### src/rtl/arbitro_tx_serial_pkg.sv
// rtl/arbitro_tx_serial_pkg.sv - shared state codes, channel ids and defaults for the serial TX arbiter
package arbitro_tx_serial_pkg;

  typedef enum logic [2:0] {
    OCIOSO    = 3'd0,
    PARTIDA   = 3'd1,
    ESPERA    = 3'd2,
    FIM       = 3'd3,
    ERRO      = 3'd4,
    INTERVALO = 3'd5
  } estado_e;

  localparam logic CANAL_A = 1'b0;
  localparam logic CANAL_B = 1'b1;

  localparam int TIMEOUT_PADRAO = 8192;
  localparam int GAP_PADRAO     = 2;
  localparam int BITS_QUADRO    = 10;

  // One counter serves both the watchdog and the gap, so size it for the larger terminal.
  function automatic int largura_contador(input int t, input int g);
    int m;
    m = (t > g) ? t : g;
    return (m < 2) ? 1 : $clog2(m);
  endfunction

endpackage

### src/rtl/arbitro_tx_serial_contador_m.sv
// rtl/arbitro_tx_serial_contador_m.sv - saturating up-counter with clear, enable and terminal flag
module contador_m
  import arbitro_tx_serial_pkg::*;
#(
  parameter int W = 4
) (
  input  logic         clock,
  input  logic         reset,
  input  logic         zera,
  input  logic         conta,
  input  logic [W-1:0] limite,
  output logic         fim
);

  logic [W-1:0] valor_q, valor_d;

  always_ff @(posedge clock or negedge reset) begin
    if (!reset) valor_q <= '0;
    else        valor_q <= valor_d;
  end

  always_comb begin
    valor_d = valor_q;
    if (zera)                          valor_d = '0;
    else if (conta && valor_q < limite) valor_d = valor_q + 1'b1;
  end

  assign fim = (valor_q == limite);

endmodule

### src/rtl/arbitro_tx_serial.sv
// rtl/arbitro_tx_serial.sv - round-robin arbiter sharing one 7O1 serial transmitter between channels A and B
module arbitro_tx_serial
  import arbitro_tx_serial_pkg::*;
#(
  parameter int TIMEOUT_CICLOS = TIMEOUT_PADRAO,
  parameter int GAP_CICLOS     = GAP_PADRAO
) (
  input  logic       clock,
  input  logic       reset,
  input  logic       pedido_a,
  input  logic [6:0] dado_a,
  output logic       aceito_a,
  output logic       fim_a,
  input  logic       pedido_b,
  input  logic [6:0] dado_b,
  output logic       aceito_b,
  output logic       fim_b,
  output logic       tx_partida,
  output logic [6:0] tx_dados,
  input  logic       tx_pronto,
  output logic       ocupado,
  output logic       erro,
  output logic [3:0] db_estado,
  output logic       db_vez
);

  localparam int CW = largura_contador(TIMEOUT_CICLOS, GAP_CICLOS);

  estado_e    estado_q, estado_d;
  logic       vez_q, vez_d;
  logic       dono_q, dono_d;
  logic [6:0] dados_q, dados_d;
  logic       dono_sel;
  logic       cnt_zera, cnt_conta, cnt_fim;
  logic [CW-1:0] cnt_limite;

  // Terminal count switches with the state: watchdog while waiting, gap afterwards.
  assign cnt_limite = (estado_q == ESPERA) ? CW'(TIMEOUT_CICLOS - 1) : CW'(GAP_CICLOS - 1);

  contador_m #(.W(CW)) u_contador (
    .clock  (clock),
    .reset  (reset),
    .zera   (cnt_zera),
    .conta  (cnt_conta),
    .limite (cnt_limite),
    .fim    (cnt_fim)
  );

  always_ff @(posedge clock or negedge reset) begin
    if (!reset) begin
      estado_q <= OCIOSO;
      vez_q    <= CANAL_A;
      dono_q   <= CANAL_A;
      dados_q  <= '0;
    end else begin
      estado_q <= estado_d;
      vez_q    <= vez_d;
      dono_q   <= dono_d;
      dados_q  <= dados_d;
    end
  end

  always_comb begin
    estado_d  = estado_q;
    vez_d     = vez_q;
    dono_d    = dono_q;
    dados_d   = dados_q;
    dono_sel  = (pedido_a && pedido_b) ? vez_q : pedido_b;
    cnt_zera  = 1'b0;
    cnt_conta = 1'b0;
    case (estado_q)
      OCIOSO: begin
        cnt_zera = 1'b1;
        if (pedido_a || pedido_b) begin
          dono_d   = dono_sel;
          dados_d  = (dono_sel == CANAL_B) ? dado_b : dado_a;
          estado_d = PARTIDA;
        end
      end
      PARTIDA: begin
        cnt_zera = 1'b1;
        estado_d = ESPERA;
      end
      ESPERA: begin
        if (tx_pronto)    estado_d = FIM;
        else if (cnt_fim) estado_d = ERRO;
        else              cnt_conta = 1'b1;
      end
      FIM, ERRO: begin
        cnt_zera = 1'b1;
        vez_d    = ~dono_q;
        estado_d = INTERVALO;
      end
      INTERVALO: begin
        if (cnt_fim) estado_d = OCIOSO;
        else         cnt_conta = 1'b1;
      end
      default: estado_d = OCIOSO;
    endcase
  end

  assign tx_partida = (estado_q == PARTIDA);
  assign aceito_a   = (estado_q == PARTIDA) && (dono_q == CANAL_A);
  assign aceito_b   = (estado_q == PARTIDA) && (dono_q == CANAL_B);
  assign fim_a      = (estado_q == FIM) && (dono_q == CANAL_A);
  assign fim_b      = (estado_q == FIM) && (dono_q == CANAL_B);
  assign erro       = (estado_q == ERRO);
  assign ocupado    = (estado_q != OCIOSO);
  assign tx_dados   = dados_q;
  assign db_estado  = {1'b0, estado_q};
  assign db_vez     = vez_q;

endmodule

### config.mk
export PLATFORM = sky130hd
export DESIGN_NAME = arbitro_tx_serial
export DESIGN_NICKNAME = d
export VERILOG_FILES = /design/src/rtl/arbitro_tx_serial_pkg.sv /design/src/rtl/arbitro_tx_serial_contador_m.sv /design/src/rtl/arbitro_tx_serial.sv
export SDC_FILE = /design/constraint.sdc
export NUM_CORES = 1
export LEC_CHECK = 0
export ABC_AREA = 1
export CAP_MARGIN = 30
export CORE_ASPECT_RATIO = 0.6
export CORE_UTILIZATION = 50
export CTS_CLUSTER_DIAMETER = 40
export DETAILED_ROUTE_END_ITERATION = 12
export HOLD_SLACK_MARGIN = 0.02
export PLACE_DENSITY_LB_ADDON = 0.3
export RECOVER_POWER = 50
export SLEW_MARGIN = 40
export SYNTH_ARGS = -nofsm -noshare
export SYNTH_HDL_FRONTEND = slang
export SYNTH_SLANG_ARGS = --single-unit
### constraint.sdc
create_clock -name clock -period 3 [get_ports clock]
set_input_delay 0.6 -clock clock [delete_from_list [all_inputs] [get_ports clock]]
set_output_delay 0.6 -clock clock [all_outputs]
set_load 0.01 [all_outputs]
### Word-level counts from Yosys, hierarchy flattened

Cells that the tools add are included.

| word-level totals | value |
|---|---|
| register bits after elaboration | 25 |

| cells by class | value |
|---|---|
| add/sub/neg operators | 1 |
| magnitude comparators | 1 |
| equal/unequal tests | 9 |
| multiplexer cells | 14 |
| bitwise logic cells | 1 |
| reduce and logical (&&, ||, !) cells | 14 |

Operator list:

| kind | count |
|---|---|
| 13-bit two-way mux | 3 |
| 3-bit one-hot mux with 5 select lines | 1 |
| 13-bit by 1-bit adder with 13-bit output (second input constant) | 1 |
| 13-bit == test | 1 |
| 13-bit < comparator | 1 |
| 3-bit two-way mux | 4 |
| 7-bit two-way mux | 1 |
| 3-bit by 2-bit == test with 1-bit output (second input constant) | 2 |
| 3-bit == test (second input constant) | 2 |
| 1-bit logical AND | 6 |
| 1-bit two-way mux | 4 |
| 2-bit != test (second input constant) | 2 |
| 4-bit OR reduction | 1 |
| 3-bit by 1-bit == test with 1-bit output (second input constant) | 1 |
| 3-bit logical NOT | 1 |
| 3-bit != test (second input constant) | 1 |
| 3-bit AND reduction | 1 |
| 3-bit nonzero test | 1 |
| 1-bit one-hot mux with 2 select lines | 1 |
| 2-bit AND reduction | 1 |
| 2-bit nonzero test | 1 |
| 2-bit OR reduction | 1 |
| 1-bit logical OR | 1 |
| 1-bit inverter | 1 |

### Depth between registers and ports, before layout

| depth | value |
|---|---|
| word-level depth | 9 |
| gate-level depth with buffers | 13 |
| mapped depth without buffers | 12 |

### Hierarchy

Synthesis repeated with hierarchy kept, for this count alone.

| second synthesis, totals | value |
|---|---|
| cell total of the unflattened synthesis | 293 |
| area, all modules | 2062.0 sq um |

By module, submodules not included:

| module | times used | cells an instance | area an instance (sq um) | sequential area each (sq um) |
|---|---|---|---|---|
| contador_m | 1 | 178 | 1292.5 | 325.3 |
| arbitro_tx_serial | 1 | 115 | 769.5 | 300.3 |

### Worst setup path after synthesis

No wires, ideal clock.

| timing path | value |
|---|---|
| path type | register -> register |
| start point | reg estado_q[2] |
| end point | reg u_contador.valor_q[8] |
| arrival | 2.035 ns |
| data required time | 2.883 ns |
| slack | 0.848 ns |
| stages on the path, launching flop included | 14 |
| buffers on the path | 1 |
| clock period less this slack | 2.152 ns |
| path through | dfrtp_1 > inv_2 > nand3_2 > ha_1 > nand2_1 > nor2_1 > nand2_1 > nor2_2 > nor2_4 > nand3_4 > nand2_4 > buf_12 > nand2_2 > nand2_1 |

| between the ends | value |
|---|---|
| cells in the longest elaborated chain, start to end | 8 |
| elaborated cells on any way between the ends | 17 |
| classes of those cells | order compare: 1; eq/ne: 6; mux: 6; reduce/logical: 4 |

Ends and longest elaborated chain:

| element | line | RTL |
|---|---|---|
| start: declaration | arbitro_tx_serial.sv:29 | `estado_e estado_q, estado_d;` |
| start signal: assignment | arbitro_tx_serial.sv:56 | `estado_q <= estado_d;` |
| 3-bit by 2-bit == test with 1-bit output | arbitro_tx_serial.sv:38, arbitro_tx_serial.sv:71 |  |
| 13-bit two-way mux | arbitro_tx_serial.sv:38 | `assign cnt_limite = (estado_q == ESPERA) ? CW'(TIMEOUT_CICLOS - 1) : CW'(GAP_CICLOS - 1);` |
| 13-bit == test | arbitro_tx_serial_contador_m.sv:28 | `assign fim = (valor_q == limite);` |
| 1-bit two-way mux | arbitro_tx_serial.sv:86, arbitro_tx_serial.sv:95 |  |
| 1-bit two-way mux | arbitro_tx_serial.sv:85 | `if (tx_pronto) estado_d = FIM;` |
| 1-bit one-hot mux with 2 select lines | arbitro_tx_serial.sv:71 | `case (estado_q)` |
| 1-bit logical AND | arbitro_tx_serial_contador_m.sv:25 | `else if (conta && valor_q < limite) valor_d = valor_q + 1'b1;` |
| 2-bit nonzero test (no source line) | -- |  |
| end signal: assignment | arbitro_tx_serial_contador_m.sv:19 | `else valor_q <= valor_d;` |
| end: declaration | arbitro_tx_serial_contador_m.sv:15 | `logic [W-1:0] valor_q, valor_d;` |

Several ways; a longest one is shown, not always the timed one.
A chain may end at the register's enable or synchronous reset.

### Final worst setup path

| timing path | value |
|---|---|
| start point | reg estado_q[2] |
| end point | reg u_contador.valor_q[7] |

Same word-level chain as after synthesis.

==> impl_metrics.env <==
export IMPL_post_cts_buffers=0
export IMPL_grt_max_degree=26
export IMPL_drive_above_1_share_pct=9.39
export IMPL_tightest_slew_ps=1360
export IMPL_grt_pass1_wl_um=7800
export IMPL_setup_worst_path_start_class="flip-flop"
export IMPL_cts_root_buf="clkbuf_8"
export IMPL_clk_pin_slew_ps=90
export IMPL_routedWlPerCell_um=13.4
export IMPL_yosysTopAreaCell="dfrtp_1"
export IMPL_place_area_mm2=0.00229
export IMPL_slew_headroom_pct=9.11
export IMPL_clk_path_buf_depth=2
export IMPL_drtIter0Drc=281
export IMPL_period_needed_ps=2480
export IMPL_fmax_mhz=404
export IMPL_required_ps=3170
export IMPL_fill_cells=292
export IMPL_cts_hold_buf=0
export IMPL_first_pass_iters=4
export IMPL_setup_viol=0
export IMPL_avgSynthCellArea_um2=7.03
export IMPL_syn_area_mm2=0.00191
export IMPL_track_usage_pct=25.8
export IMPL_final_nets=342
export IMPL_utilization_pct=67.8
export IMPL_core_area_mm2=0.00344
export IMPL_hold_viol_final=0
export IMPL_synth_nets=304
export IMPL_io_buffers=36
export IMPL_p_per_area_mw_per_mm2=749
export IMPL_die_w_um=81.9
export IMPL_yosys_top_cells_area="dfrtp_1, nand2_1, ha_1, nor2_1, nand3_1"
export IMPL_path_class="reg -> reg"
export IMPL_ys_types=30
export IMPL_h_tree_depth=1
export IMPL_ir_drop_v=0.000484
export IMPL_seq_area_frac_synth_pct=32.7
export IMPL_die_y_um=49.9
export IMPL_finalMaxSlewViolations=0
export IMPL_cts_resized_gates=0
export IMPL_vias=1833
export IMPL_wirelength_um=4730
export IMPL_rsz0062_at_grt="false"
export IMPL_place_hpwl_um=3700
export IMPL_place_congestion=0.900
export IMPL_grt_pass1_vias=1633
export IMPL_synth_top_area_share_pct=32.7
export IMPL_cp_end_kind="flip-flop"
export IMPL_yosys_warnings=0
export IMPL_die_area_mm2=0.00409
export IMPL_clock_sinks=25
export IMPL_drv_cap=0
export IMPL_pin_count=38
export IMPL_hold_path_class="reg -> reg"
export IMPL_start_util_pct=55.6
export IMPL_grt_overflow_total=0
export IMPL_setup_tns_ps=0
export IMPL_num_antenna_cells=0
export IMPL_grt_antenna_before_repair=0
export IMPL_fin_crit_sh_pct=82.5
export IMPL_synth_cells=272
export IMPL_fin_area_mm2=0.00233
export IMPL_vias_per_cell=5.18
export IMPL_drcViolationCount=0
export IMPL_ys_ff_latch=25
export IMPL_p_leak_nw=1.16
export IMPL_whs_ps=490
export IMPL_cp_arrival_ps=2640
export IMPL_cts_tree="built"
export IMPL_clock_latency_ps=270
export IMPL_path_max_fanout=15
export IMPL_cts_made_buffers=3
export IMPL_status="completed"
export IMPL_rows=16
export IMPL_area_growth_pct=22.0
export IMPL_ant_nets=0
export IMPL_skew_ps=2.43
metrics by stage:
stage | power [mW] | setup WS, ps | std cells
2_1_floorplan | 1.24 | 848 | 272
3_5_place_dp | 1.57 | 565 | 350
5_1_grt | 1.90 | 302 | 354
4_1_cts | 1.78 | 548 | 354
3_3_place_gp | 1.53 | 679 | 350
6_report | 1.75 | 525 | 354
Yosys cell counts:
library cell / instances
nand2_4: 1
inv_1: 29
nand3_4: 1
buf_6: 1
o21ai_0: 17
ha_1: 13
nor2_1: 34
a21oi_2: 3
nor3_1: 7
xor2_1: 3
nor4_1: 1
nand3_1: 23
nand3_2: 1
dfrtp_1: 25
nand2_2: 10
conb_1: 1
a21oi_1: 5
nand4_1: 7
nand3b_1: 1
buf_12: 1
xnor2_1: 1
nor3b_2: 2
inv_2: 3
nand2_1: 73
o21ai_1: 1
nor2_4: 1
buf_2: 1
buf_4: 2
nor2_2: 3
nor3b_1: 1
per-layer routing:
metal / share of wire, % / track usage (%)
met1: 48 / 39.1
met2: 41 / 36.0
met3: 10 / 7.78
met4: 0.51 / 4.39
met5: 0 / 0
critical path, stage by stage (launching register included):
cell,delay [ps]
dfrtp_1,410
inv_2,140
nand3_2,300
ha_1,460
nand2_1,80
nor2_1,170
nand2_1,120
nor2_2,140
nor2_4,70
nand3_4,170
nand2_4,160
nand2_1,100
nand2_1,50
cells by family (layout without fill, tap and decap cells):
logic type / Yosys count / after routing / synth area share (%)
AO/OA/AOI/OAI: 26 / 26 / 7.39
other: 1 / 1 / 0.196
XOR/XNOR: 4 / 4 / 1.83
AND/OR/NAND/NOR: 166 / 166 / 40.4
buffers and inverters: 37 / 74 / 8.96
adder cells (fa/ha/maj): 13 / 13 / 8.50
flip-flops: 25 / 25 / 32.7
flip-flops by register name, indices dropped and copies added (netlist names):
| name | cells |
|---|---|
| tx_dados | 7 |
| estado_q | 3 |
| u_contador.valor_q | 13 |
| dono_q | 1 |
| db_vez | 1 |
placed cells by master, fill, tap and decap left out, drive strengths merged:
cell type and n:
nor3 7, nor3b 3, dlygate4sd3 9, xnor2 1, conb 1, nand4 7, inv 32, clkinv 1
a21oi 8, o21ai 18, dfrtp 25, ha 13, xor2 3, clkdlybuf4s50 27, nor4 1, nand3 25
nand2 84, nand3b 1, buf 1, clkbuf 4, nor2 38
cell type report:
class / count / area, µm² / area share [%]
Sequential cell: 25 / 626 / 26.8
Tap cell: 45 / 56.3 / 2.41
Inverter: 32 / 120 / 5.15
Clock buffer: 3 / 41.3 / 1.77
Clock inverter: 1 / 5.00 / 0.214
Timing Repair Buffer: 38 / 372 / 15.9
Multi-Input combinational cell: 210 / 1110 / 47.7
power breakdown:
group          switching [mW]  internal [mW]
sequential             0.0725          0.427
combinational           0.649          0.401
clock                   0.106         0.0930
total                   0.828          0.920
worst paths after layout:
check	from	endpoint	slack (ps)	cells past startpoint
worst max-delay path	estado_q[2]	u_contador.valor_q[7]	520	12
worst min-delay path	tx_dados[1]	tx_dados[1]	490	2
worst max register to register	estado_q[2]	u_contador.valor_q[7]	520	12
worst min register to register	tx_dados[1]	tx_dados[1]	490	2
max in group asynchronous	reset	u_contador.valor_q[2]	1030	2
min in group asynchronous	reset	u_contador.valor_q[9]	1170	2
Note: power is estimated with default switching activity, not from simulation.
